<file path="src/rtl/wb_arb_pkg.sv">
// Shared definitions for the CPU/DMA Wishbone arbiter and the DMA sequencer
// that sizes its bursts against the same limits.
package wb_arb_pkg;

  typedef enum logic [1:0] {
    ST_IDLE = 2'd0,
    ST_GNT0 = 2'd1,
    ST_GNT1 = 2'd2
  } arb_state_e;

  localparam logic [1:0] GNT_NONE = 2'b00;
  localparam logic [1:0] GNT_M0   = 2'b01;
  localparam logic [1:0] GNT_M1   = 2'b10;

  localparam int BURST_MAX_DEF = 64;
  localparam int TIMEOUT_DEF   = 255;

endpackage

</file>
<file path="src/rtl/wb_arb_timeout.sv">
// Wrapping event counter: counts enabled cycles and pulses hit on the event
// that brings the count to LIMIT, returning to zero on that same event.
module wb_arb_timeout
  import wb_arb_pkg::*;
#(
  parameter int LIMIT = TIMEOUT_DEF
) (
  input  logic clk,
  input  logic rst_n,
  input  logic clr,
  input  logic en,
  output logic hit
);

  localparam int W = (LIMIT < 2) ? 1 : $clog2(LIMIT);

  logic [W-1:0] cnt;

  assign hit = en && (cnt == W'(LIMIT - 1));

  always_ff @(posedge clk or negedge rst_n) begin
    if (!rst_n) begin
      cnt <= '0;
    end else if (clr || hit) begin
      cnt <= '0;
    end else if (en) begin
      cnt <= cnt + W'(1);
    end
  end

endmodule

</file>
<file path="src/rtl/wb_dma_arbiter.sv">
// Round-robin Wishbone arbiter: Caravel CPU (m0) and DMA sequencer (m1) share
// the FIR/matmul BRAM slave; DMA bursts are capped and dead beats time out.
module wb_dma_arbiter
  import wb_arb_pkg::*;
#(
  parameter int BURST_MAX = BURST_MAX_DEF,
  parameter int TIMEOUT   = TIMEOUT_DEF
) (
  input  logic        wb_clk_i,
  input  logic        wb_rst_ni,
  input  logic        m0_cyc_i,
  input  logic        m0_stb_i,
  input  logic        m0_we_i,
  input  logic [3:0]  m0_sel_i,
  input  logic [31:0] m0_adr_i,
  input  logic [31:0] m0_dat_i,
  output logic [31:0] m0_dat_o,
  output logic        m0_ack_o,
  output logic        m0_err_o,
  input  logic        m1_cyc_i,
  input  logic        m1_stb_i,
  input  logic        m1_we_i,
  input  logic [3:0]  m1_sel_i,
  input  logic [31:0] m1_adr_i,
  input  logic [31:0] m1_dat_i,
  output logic [31:0] m1_dat_o,
  output logic        m1_ack_o,
  output logic        m1_err_o,
  output logic        s_cyc_o,
  output logic        s_stb_o,
  output logic        s_we_o,
  output logic [3:0]  s_sel_o,
  output logic [31:0] s_adr_o,
  output logic [31:0] s_dat_o,
  input  logic [31:0] s_dat_i,
  input  logic        s_ack_i,
  output logic [1:0]  gnt_o
);

  arb_state_e state, state_d;
  logic       last_m1;
  logic       to_fire;
  logic       stb_raw;
  logic       ack_eff;
  logic       grant_chg;
  logic       beat_hit;
  logic       to_hit;

  assign grant_chg = (state_d != state);
  assign s_stb_o   = stb_raw & ~to_fire;
  assign ack_eff   = s_ack_i & s_stb_o;

  // A burst-cap handover passes through IDLE with last owner = m1, which
  // yields the one-cycle bus gap and then hands the tie to m0.
  always_ff @(posedge wb_clk_i or negedge wb_rst_ni) begin
    if (!wb_rst_ni) begin
      state   <= ST_IDLE;
      last_m1 <= 1'b1;
      to_fire <= 1'b0;
    end else begin
      state <= state_d;
      if (state == ST_GNT0 && state_d != ST_GNT0) begin
        last_m1 <= 1'b0;
      end else if (state == ST_GNT1 && state_d != ST_GNT1) begin
        last_m1 <= 1'b1;
      end
      to_fire <= to_hit && !grant_chg;
    end
  end

  always_comb begin
    state_d = state;
    case (state)
      ST_IDLE: begin
        if (m0_cyc_i && m1_cyc_i) begin
          state_d = last_m1 ? ST_GNT0 : ST_GNT1;
        end else if (m0_cyc_i) begin
          state_d = ST_GNT0;
        end else if (m1_cyc_i) begin
          state_d = ST_GNT1;
        end
      end
      ST_GNT0: begin
        if (!m0_cyc_i) begin
          state_d = m1_cyc_i ? ST_GNT1 : ST_IDLE;
        end
      end
      ST_GNT1: begin
        if (!m1_cyc_i) begin
          state_d = m0_cyc_i ? ST_GNT0 : ST_IDLE;
        end else if (beat_hit && m0_cyc_i) begin
          state_d = ST_IDLE;
        end
      end
      default: state_d = ST_IDLE;
    endcase
  end

  always_comb begin
    gnt_o   = GNT_NONE;
    s_cyc_o = 1'b0;
    stb_raw = 1'b0;
    s_we_o  = 1'b0;
    s_sel_o = '0;
    s_adr_o = '0;
    s_dat_o = '0;
    case (state)
      ST_GNT0: begin
        gnt_o   = GNT_M0;
        s_cyc_o = m0_cyc_i;
        stb_raw = m0_stb_i;
        s_we_o  = m0_we_i;
        s_sel_o = m0_sel_i;
        s_adr_o = m0_adr_i;
        s_dat_o = m0_dat_i;
      end
      ST_GNT1: begin
        gnt_o   = GNT_M1;
        s_cyc_o = m1_cyc_i;
        stb_raw = m1_stb_i;
        s_we_o  = m1_we_i;
        s_sel_o = m1_sel_i;
        s_adr_o = m1_adr_i;
        s_dat_o = m1_dat_i;
      end
      default: ;
    endcase
  end

  assign m0_ack_o = ack_eff & gnt_o[0];
  assign m1_ack_o = ack_eff & gnt_o[1];
  assign m0_err_o = to_fire & gnt_o[0];
  assign m1_err_o = to_fire & gnt_o[1];
  assign m0_dat_o = gnt_o[0] ? s_dat_i : '0;
  assign m1_dat_o = gnt_o[1] ? s_dat_i : '0;

  // Acks coinciding with the last count never reach hit since en excludes them.
  wb_arb_timeout #(.LIMIT(TIMEOUT)) u_timeout (
    .clk   (wb_clk_i),
    .rst_n (wb_rst_ni),
    .clr   (!s_stb_o || s_ack_i || grant_chg),
    .en    (s_stb_o && !s_ack_i),
    .hit   (to_hit)
  );

  wb_arb_timeout #(.LIMIT(BURST_MAX)) u_beats (
    .clk   (wb_clk_i),
    .rst_n (wb_rst_ni),
    .clr   ((state != ST_GNT1) || grant_chg),
    .en    ((state == ST_GNT1) && ack_eff),
    .hit   (beat_hit)
  );

endmodule

</file>
<file path="config.mk">
export PLATFORM = sky130hd
export DESIGN_NAME = wb_dma_arbiter
export DESIGN_NICKNAME = d
export VERILOG_FILES = /design/src/rtl/wb_arb_pkg.sv /design/src/rtl/wb_arb_timeout.sv /design/src/rtl/wb_dma_arbiter.sv
export SDC_FILE = /design/constraint.sdc
export NUM_CORES = 1
export LEC_CHECK = 0
export CAP_MARGIN = 20
export CORE_AREA = 3 3 121 123
export CTS_CLUSTER_DIAMETER = 60
export CTS_CLUSTER_SIZE = 10
export DETAILED_ROUTE_END_ITERATION = 16
export DIE_AREA = 0 0 124 126
export PLACE_DENSITY = 0.65
export SLEW_MARGIN = 20
export SYNTH_ARGS = -nofsm -noshare
export SYNTH_HDL_FRONTEND = slang
export SYNTH_SLANG_ARGS = --single-unit
</file>
<file path="constraint.sdc">
create_clock -name wb_clk_i -period 2.3 [get_ports wb_clk_i]
set_clock_uncertainty 0.1 [all_clocks]
set_input_delay 0.46 -clock wb_clk_i [delete_from_list [all_inputs] [get_ports wb_clk_i]]
set_output_delay 0.46 -clock wb_clk_i [all_outputs]
set_load 0.1 [all_outputs]
</file>
# --- Yosys cells after proc, flatten, opt, wreduce, memory -nomap -nowiden ---
# Cells that the tools add are included.
word_totals:
  elab_cells: 68
  input_bits: 177
  ff_bits: 18
  out_inout_bits: 141
classes:
  addsub: 2
  n_mux: 25
  bitwise: 7
  eq_ne: 8
  n_reduce_logical: 21
op_table:
  columns: ["cell", "count"]
  rows:
  - ["one-hot mux 32 bit (2 select lines)", 2]
  - ["2-to-1 mux 32 bit", 2]
  - ["2-to-1 mux 2 bit", 8]
  - ["2-to-1 mux 8 bit", 2]
  - ["2-to-1 mux 6 bit", 2]
  - ["logical AND 1 bit", 9]
  - ["adder 8 x 1 -> 8 bit, second input constant", 1]
  - ["equality test 8 bit, second input constant", 1]
  - ["one-hot mux 4 bit (2 select lines)", 1]
  - ["adder 6 x 1 -> 6 bit, second input constant", 1]
  - ["AND 1 bit", 6]
  - ["equality test 6 bit, second input constant", 1]
  - ["one-hot mux 1 bit (2 select lines)", 3]
  - ["one-hot mux 2 bit (3 select lines)", 1]
  - ["nonzero test 2 bit", 3]
  - ["logical OR 1 bit", 5]
  - ["inequality test 2 bit, second input constant", 2]
  - ["one-hot mux 2 bit (2 select lines)", 1]
  - ["zero test 1 bit", 3]
  - ["2-to-1 mux 1 bit", 3]
  - ["equality test 2 x 1 -> 1 bit, second input constant", 1]
  - ["equality test 2 bit, second input constant", 1]
  - ["zero test 2 bit", 1]
  - ["inequality test 2 x 1 -> 1 bit, second input constant", 1]
  - ["2 further kinds", 2]

# --- Logic depth before layout (Yosys ltp) ---
# Gate-level depths: netlist of run 1.
logic_depth:
  word_depth: 14
  depth_mapped: 9
  ltp_nobuf: 7

# --- Cells and area by module ---
# From an unflattened synthesis of run 1, not the netlist that was laid out.
hier_totals:
  hier_cells: 359
  area_unflattened_um2: 2671.3
by_module_without_submodules:
  columns: ["mod", "instances", "seq_area_each_um2", "area_per_inst_um2", "cells_per_inst"]
  rows:
  - ["wb_dma_arbiter", 1, 101.3, 1945.6, 289]
  - ["wb_arb_timeout at u_timeout", 1, 200.2, 437.9, 43]
  - ["wb_arb_timeout at u_beats", 1, 150.1, 287.8, 27]

# --- Worst setup path before layout of run 1 ---
# OpenSTA, ideal clock, no wires.
synth_timing:
  path_type: "register to output"
  from: "register state[1]"
  to: "output s_cyc_o"
  path_stages_with_launch: 7
  setup_slack_ns: -1.772
  arrival_time_ns: 3.512
  t_required_ns: 1.740
  n_path_buf: 2
  cell_sequence: "dfrtp_1 > inv_1 > ha_1 > buf_2 > buf_1 > nand2_1 > a21boi_0"
synth_between:
  elab_chain_len: 2
  elab_cells_between_ends: 3
  classes_between: "eq/ne (2); mux (1)"
synth_rtl:
  columns: ["element", "line", "text"]
  rows:
  - ["start: declaration", "wb_dma_arbiter.sv:40", "arb_state_e state, state_d;"]
  - ["start signal: assignment", "wb_dma_arbiter.sv:61", "state <= state_d;"]
  - ["equality test 2 bit / equality test 2 x 1 -> 1 bit (equally long branches)", "wb_dma_arbiter.sv:107", "case (state)"]
  - ["one-hot mux 1 bit (2 select lines) (*)", "wb_dma_arbiter.sv:107", null]
  - ["end: declaration", "wb_dma_arbiter.sv:29", "output logic s_cyc_o,"]
# Mark *: on every way between the ends. The rest lies on a longest branch, timed or not.

# --- Worst setup path after layout of run 1 ---
layout_timing:
  from: "register state[0]"
  to: "output s_sel_o[2]"
layout_between:
  elab_chain_len: 2
  elab_cells_between_ends: 3
  classes_between: "eq/ne (2); mux (1)"
layout_rtl:
  columns: ["element", "line", "text"]
  rows:
  - ["equality test 2 bit / equality test 2 x 1 -> 1 bit (equally long branches)", "wb_dma_arbiter.sv:107", null]
  - ["one-hot mux 4 bit (2 select lines) (*)", "wb_dma_arbiter.sv:107", null]
  - ["end: declaration", "wb_dma_arbiter.sv:32", "output logic [3:0] s_sel_o,"]
# Marked as above.

==> impl_results.md, run 1 <==
* Cell count of the worst hold path at 2
* Layout Cells excl Fill at 881
* Kind of capture point of the worst setup path: output pin
* Pwr/cell area at 1710 nW/µm²
* Overall global routing resource usage at 21.2%
* Total iterations of the first detailed-routing run at 4
* Highest ir drop seen on vdd at 1150 µV
* Total Power Consumption at 16,200 µW
* Critical Path AT at 1.82 ns
* Synth async-reset ratio at 100%
* Root buffer cell: sky130_fd_sc_hd__clkbuf_16
* Post-synth design cell area at 2690 µm²
* HPWL after detailed placement at 13,700 µm
* Core Util, Final at 68.5%
* Critical path, cell by cell: inv_4, ha_4, buf_4, buf_12, a22oi_2, nor2b_4, buf_12
* Pin count of the biggest net entering global routing at 36
* Fin. Hold Viols at 0
* Met2 Track Usage GR at 39.8%
* Die H at 126 µm
* Ratio of cells with drive above 1 in the final layout at 61.2%
* Number of levels in the clock H-tree at 1
* Worst-Margin Slew at 0.341 ns
* Failing checks: negative setup slack
* Fin crit share at 104%
* Initial antenna violation count at 0
* Number of cell rows at 43
* FF-to-FF setup slack at -0.03 ns
* Diode count at 0
* Wirelength per Cell at 22.1 µm
* Number of nets still failing antenna checks after routing at 0
* Nets at 888
* Routability Congestion at 0.890
* Die ar. at 15,600 µm²
* Crit path max fanout at 10
* Via/cell ratio at 4.86
* Count of hold buffers inserted by post-cts repair at 0
* Synthesized area divided by synthesized cell count at 7.58 µm²
* Routing usage on met1 at 23.8%
* Grt ovf at 0
* Flops & latches, synth at 18
* Leading cell types in the layout, fill and taps excluded: sky130_fd_sc_hd__clkdlybuf4s50_1 (175), sky130_fd_sc_hd__buf_12 (152), sky130_fd_sc_hd__nor2b_4 (69), sky130_fd_sc_hd__a22oi_2 (64), sky130_fd_sc_hd__and2_2 (35)
* Hold wc startpoint: last_m1
* Layout area overhead at 251%
* Area of the placeable core at 13,800 µm²
* Normalized max-slew margin at 77.0%
* Max-Cap Viols at 0
* Cell with the largest stage delay on the worst path: sky130_fd_sc_hd__dfrtp_2
* Synthesized instance count at 355
* Via count of the first global-routing pass at 4,300
* WHS Endpoint: last_m1
* Maximum clock rate at 0.420 GHz
* CP required at 1.74 ns
* Synthesized netlist net count at 541
* Met3 layer usage reported by global route at 4.13%
* Max incr delay on CP at 0.45 ns
* Yosys synthesis warning count at 0
* Placed cell count at 839
* # clock sinks at 18
* Sequential fraction of the synthesis area at 16.8%
* Total wirelength of the detailed-routed design at 19,400 µm
* Number of inserted filler cells in the final layout at 954
* 1st-iter DRT viols at 161
* Worst Setup Start Kind: flop
* Clock latency on the worst-skew pair at 0.25 ns
* Run status: finished with violations
* Count of input and output buffers at 317
* Unique masters post-synth at 44
* Crit path time final at 2.38 ns
* EDFF count, synth at 0
* CTS tree: built
* Worst Path Buf+Inv at 4
* Most utilized layer in the global route result: met2
* Total vias in the final route at 4,281
* Unrepaired setup endpoints after global routing: true
* Fin. max-slew vios at 0
* Cell repeated most along the worst path: sky130_fd_sc_hd__buf_12
* Post-route worst setup slack at -0.0808 ns
* Drc violations at 0
* Worst reg2reg path startpoint: state[0]
* I/O pin count at 318
* Initial Util at 19.5%
* Hold crit path type: flop to flop
* Clk slew on worst S/H paths at 0.05 ns
* Top Family by Delay on Critical Path: buffers and inverters
* Total Neg Setup Slack at -1.72 ns
* Max clock buf depth at 2
* Number of failing setup endpoints in the final timing report at 53
* FF-to-FF End: u_timeout.cnt[0]
* Worst setup path category: flop to output pin
* Prevailing post-synth register cell: sky130_fd_sc_hd__dfrtp_1
* First-pass GRT wire length at 25,800 µm
* Placement Setup Slack at -0.161 ns
* Cell count of the worst reg-to-reg path at 9
* Reported leakage power at 0.00366 µW
* Commonest non-fill, non-tap cell in the layout: sky130_fd_sc_hd__clkdlybuf4s50_1
* Die boundary width at 124 µm
* Number of buffers created by CTS at 3
-- where the power goes --
group | leakage (µW) | switching, µW | internal, µW
logic | 0.00338 | 8790 | 6590
registers | 0.000243 | 44.5 | 356
clock network | 0.0000442 | 118 | 265
-- worst min-delay path, delay by kind of cell (launching register included) --
family	cells	cell delay [ns]
AO/OA/AOI/OAI	1	0.08
flip-flops	1	0.38
buffers and inverters	1	0.06
-- what timing repair did --
action / 4_1_cts / 5_1_grt
endpoints found under the setup margin: 92 / 101
pin swaps: 7 / 32
gates cloned: 7 / 10
setup buffers: 14 / 8
resized for setup: 32 / 54
-- registers in the layout, summed over array words and instances, names as in the netlist --
name           cells
to_fire            1
u_beats.cnt        6
state              2
last_m1            1
u_timeout.cnt      8
-- area by class of cell --
| cell class | count | area (µm²) | area share (%) |
|---|---|---|---|
| Timing Repair Buffer | 374 | 5470 | 58.0 |
| Multi-Input combinational cell | 301 | 3180 | 33.7 |
| Sequential cell | 18 | 454 | 4.81 |
| Tap cell | 180 | 225 | 2.39 |
| Clock buffer | 4 | 88.8 | 0.941 |
| Inverter | 4 | 20.0 | 0.212 |
-- worst max-delay path by stage --
stage / slack, ns / end / startpoint / depth (start not counted)
2_1_floorplan: -0.64 / m0_ack_o / state[0] / 6
3_3_place_gp: -0.10 / to_fire / m0_cyc_i / 7
3_5_place_dp: -0.16 / u_timeout.cnt[7] / m0_cyc_i / 7
4_1_cts: -0.07 / m0_ack_o / state[0] / 6
5_1_grt: -0.15 / s_sel_o[2] / state[0] / 7
6_report: -0.08 / s_sel_o[2] / state[0] / 7
-- synthesized netlist by cell type (all sizes together), types with 5 or more instances --
cell,number,area (µm²)
a22oi,70,526
clkbuf,20,75.1
nor2b,72,450
nand4,5,31.3
xor2,7,61.3
nor3,14,70.1
o21ai,7,35.0
nand2,8,30.0
buf,12,61.3
dfrtp,17,425
ha,9,113
nor2,6,22.5
and2,68,425
-- metrics by stage --
step / instance area [µm²] / hold slack, ns
after detailed placement: 8350 / 0.405
after global routing: 9440 / 0.463
final: 9440 / 0.433
after floorplan: 3470 / 0.0644
after CTS: 8920 / 0.414
after global placement: 8350 / 0.386
-- cells by family after synthesis --
family	count (synthesis)	share of synthesized area, %
buffers and inverters	36	5.62
adder cells (fa/ha/maj)	9	4.18
AO/OA/AOI/OAI	92	26.2
AND/OR/NAND/NOR	188	43.2
multiplexers	2	0.790
flip-flops	18	16.8
XOR/XNOR	10	3.25
-- per-layer routing --
metal | up-vias | part of all wire, %
li1 | 1958 | -
met1 | 2115 | 36
met4 | 0 | 2.7
met5 | - | 0
met2 | 166 | 55
met3 | 42 | 6.7
Power figures use the tool's default switching activity.
==> run 2: changes to the inputs <==
--- a/config.mk
+++ b/config.mk
@@ -11,6 +11,7 @@
 export CTS_CLUSTER_SIZE = 10
 export DETAILED_ROUTE_END_ITERATION = 16
 export DIE_AREA = 0 0 124 126
+export MAX_ROUTING_LAYER = met4
 export PLACE_DENSITY = 0.65
 export SLEW_MARGIN = 20
 export SYNTH_ARGS = -nofsm -noshare
==> run 2 against run 1 <==
  * The run still ends with negative setup slack left
  * Design area increased by 0.68%
  * Maximum frequency up 0.66%
  * Clock power about the same
  * Worst setup slack improved by 0.015 ns
  * Via count up 0.68%
  * Critical path depth is 1 higher
  * Largest cell class unchanged
  * Highest routed layer unchanged
==> impl_results.md, run 2 (synthesized netlist as in run 1, its figures left out) <==
* Pin count of the biggest net entering global routing at 36
* Layout area overhead at 253%
* Worst-Margin Slew at 0.344 ns
* Crit path max fanout at 6
* Grt ovf at 0
* Kind of capture point of the worst setup path: output pin
* Total Power Consumption at 16,300 µW
* Root buffer cell: sky130_fd_sc_hd__clkbuf_16
* Routability Congestion at 0.905
* I/O pin count at 318
* Crit path time final at 2.37 ns
* Cell count of the worst reg-to-reg path at 9
* Number of inserted filler cells in the final layout at 947
* CP required at 1.74 ns
* Layout Cell Area excl Fill at 9500 µm²
* Cell with the largest stage delay on the worst path: sky130_fd_sc_hd__dfrtp_2
* Largest register FFs at 8
* Fin crit share at 103%
* Number of failing setup endpoints in the final timing report at 41
* Worst reg2reg path startpoint: state[0]
* Total vias in the final route at 4,310
* Failing checks: negative setup slack
* Hold wc startpoint: last_m1
* Highest ir drop seen on vdd at 1150 µV
* CTS tree: built
* Unrepaired setup endpoints after global routing: true
* Leading cell types in the layout, fill and taps excluded: sky130_fd_sc_hd__clkdlybuf4s50_1 (175), sky130_fd_sc_hd__buf_12 (151), sky130_fd_sc_hd__nor2b_4 (69), sky130_fd_sc_hd__a22oi_2 (64), sky130_fd_sc_hd__and2_2 (35)
* Initial Util at 19.5%
* Pwr/cell area at 1710 nW/µm²
* Worst setup path category: flop to output pin
* Max-Cap Viols at 0
* Number of levels in the clock H-tree at 1
* Initial antenna violation count at 0
* FF-to-FF setup slack at -0.03 ns
* Max incr delay on CP at 0.41 ns
* Largest register by flop count: u_timeout.cnt
* Clock latency on the worst-skew pair at 0.25 ns
* Die ar. at 15,600 µm²
* Count of hold buffers inserted by post-cts repair at 0
* Ratio of cells with drive above 1 in the final layout at 61.4%
* Hold crit path type: flop to flop
* Instance area at placement at 8350 µm²
* Critical path, cell by cell: inv_4, ha_4, buf_6, buf_8, clkbuf_16, a22oi_2, nor2b_4, buf_12
* Worst Setup Start Kind: flop
* Cell count of the worst hold path at 2
* Count of input and output buffers at 317
* WHS Endpoint: last_m1
* Commonest non-fill, non-tap cell in the layout: sky130_fd_sc_hd__clkdlybuf4s50_1
* Area of the placeable core at 13,800 µm²
* Via/cell ratio at 4.88
* Nets at 891
* 1st-iter DRT viols at 163
* Via count of the first global-routing pass at 4,306
* # clock sinks at 18
* Number of buffers created by CTS at 3
* Run status: finished with violations
* Overall global routing resource usage at 21.8%
* Number of nets still failing antenna checks after routing at 0
* Clk slew on worst S/H paths at 0.05 ns
* Maximum clock rate at 0.423 GHz
* Biggest registers after layout: u_timeout.cnt (8), u_beats.cnt (6), state (2)
* Post-route worst setup slack at -0.0653 ns
* Total iterations of the first detailed-routing run at 5
* FF-to-FF End: u_timeout.cnt[0]
* First-pass GRT wire length at 25,700 µm
* Max clock buf depth at 2
* Normalized max-slew margin at 76.8%
* Fin. Hold Viols at 0
* Die H at 126 µm
* Fin. max-slew vios at 0
* HPWL after detailed placement at 13,700 µm
* Reported leakage power at 0.00369 µW
* Diode count at 0
* Drc violations at 0
* Die boundary width at 124 µm
* Number of cell rows at 43
* Wirelength per Cell at 22.6 µm
* Critical Path AT at 1.81 ns
* Total wirelength of the detailed-routed design at 19,900 µm
## run 2: cell count changes in the layout (fill, tap and decap cells not counted), sizes merged
cell / delta
buf: +1
clkbuf: +2
## run 2: what timing repair did
action | in CTS | in global routing
gates resized for setup | 32 | 58
pin swaps | 7 | 29
setup buffers | 14 | 9
endpoints found under the hold margin | 0 | 0
endpoints found under the setup margin | 92 | 101
cloned | 7 | 13
## run 2: power by group
| group | internal [µW] | total [µW] | switching [µW] |
|---|---|---|---|
| Clock | 265 | 383 | 118 |
| Sequential | 356 | 400 | 44.2 |
| Combinational | 6670 | 15500 | 8840 |
| Total | 7290 | 16300 | 9010 |
## run 2: worst max-delay path by stage
| stage | from | slack [ns] | end |
|---|---|---|---|
| 2_1_floorplan | state[0] | -0.64 | m0_ack_o |
| 5_1_grt | state[0] | -0.14 | m0_ack_o |
| 6_report | state[1] | -0.07 | s_dat_o[5] |
| 4_1_cts | state[0] | -0.07 | m0_ack_o |
| 3_3_place_gp | m0_cyc_i | -0.10 | to_fire |
| 3_5_place_dp | m0_cyc_i | -0.16 | u_timeout.cnt[7] |
## run 2: cell type report
cell class | count | area (µm²) | area share [%]
multi-input cells | 301 | 3180 | 33.4
inverters | 4 | 20.0 | 0.211
flip-flops and latches | 18 | 454 | 4.78
well taps | 180 | 225 | 2.37
repair buffers | 377 | 5540 | 58.3
clock buffers | 4 | 88.8 | 0.935
## run 2: through the flow
stage                     hold slack [ns]  instances  worst slack, ns  utilization [%]  setup TNS (ns)
after global routing                0.463        884           -0.137             69.0           -4.85
after detailed placement            0.405        839           -0.161             60.6           -2.40
final                               0.433        884          -0.0653             69.0           -1.18
after floorplan                    0.0644        355           -0.640                -          -11.82
after global placement              0.386        839           -0.104             60.6           -1.48
after CTS                           0.414        864          -0.0704             64.8           -2.11
## run 2: per-layer routing
layer | global-route usage (%) | up-vias | share of wire [%] | routed length (µm)
met4 | 5.99 | 0 | 2.8 | 556
met1 | 23.5 | 2114 | 34 | 6770
met3 | 4.18 | 40 | 7.7 | 1530
li1 | - | 1967 | - | -
met5 | - | - | 0 | 0
met2 | 40.0 | 189 | 56 | 11100
## run 2: worst max-delay path: cells and delay by family, from the launching register on
kind	cells	cell delay, ns
compound gates	1	0.21
flops	1	0.41
buf+inv	5	0.66
simple gates	1	0.07
fa+ha+maj	1	0.19
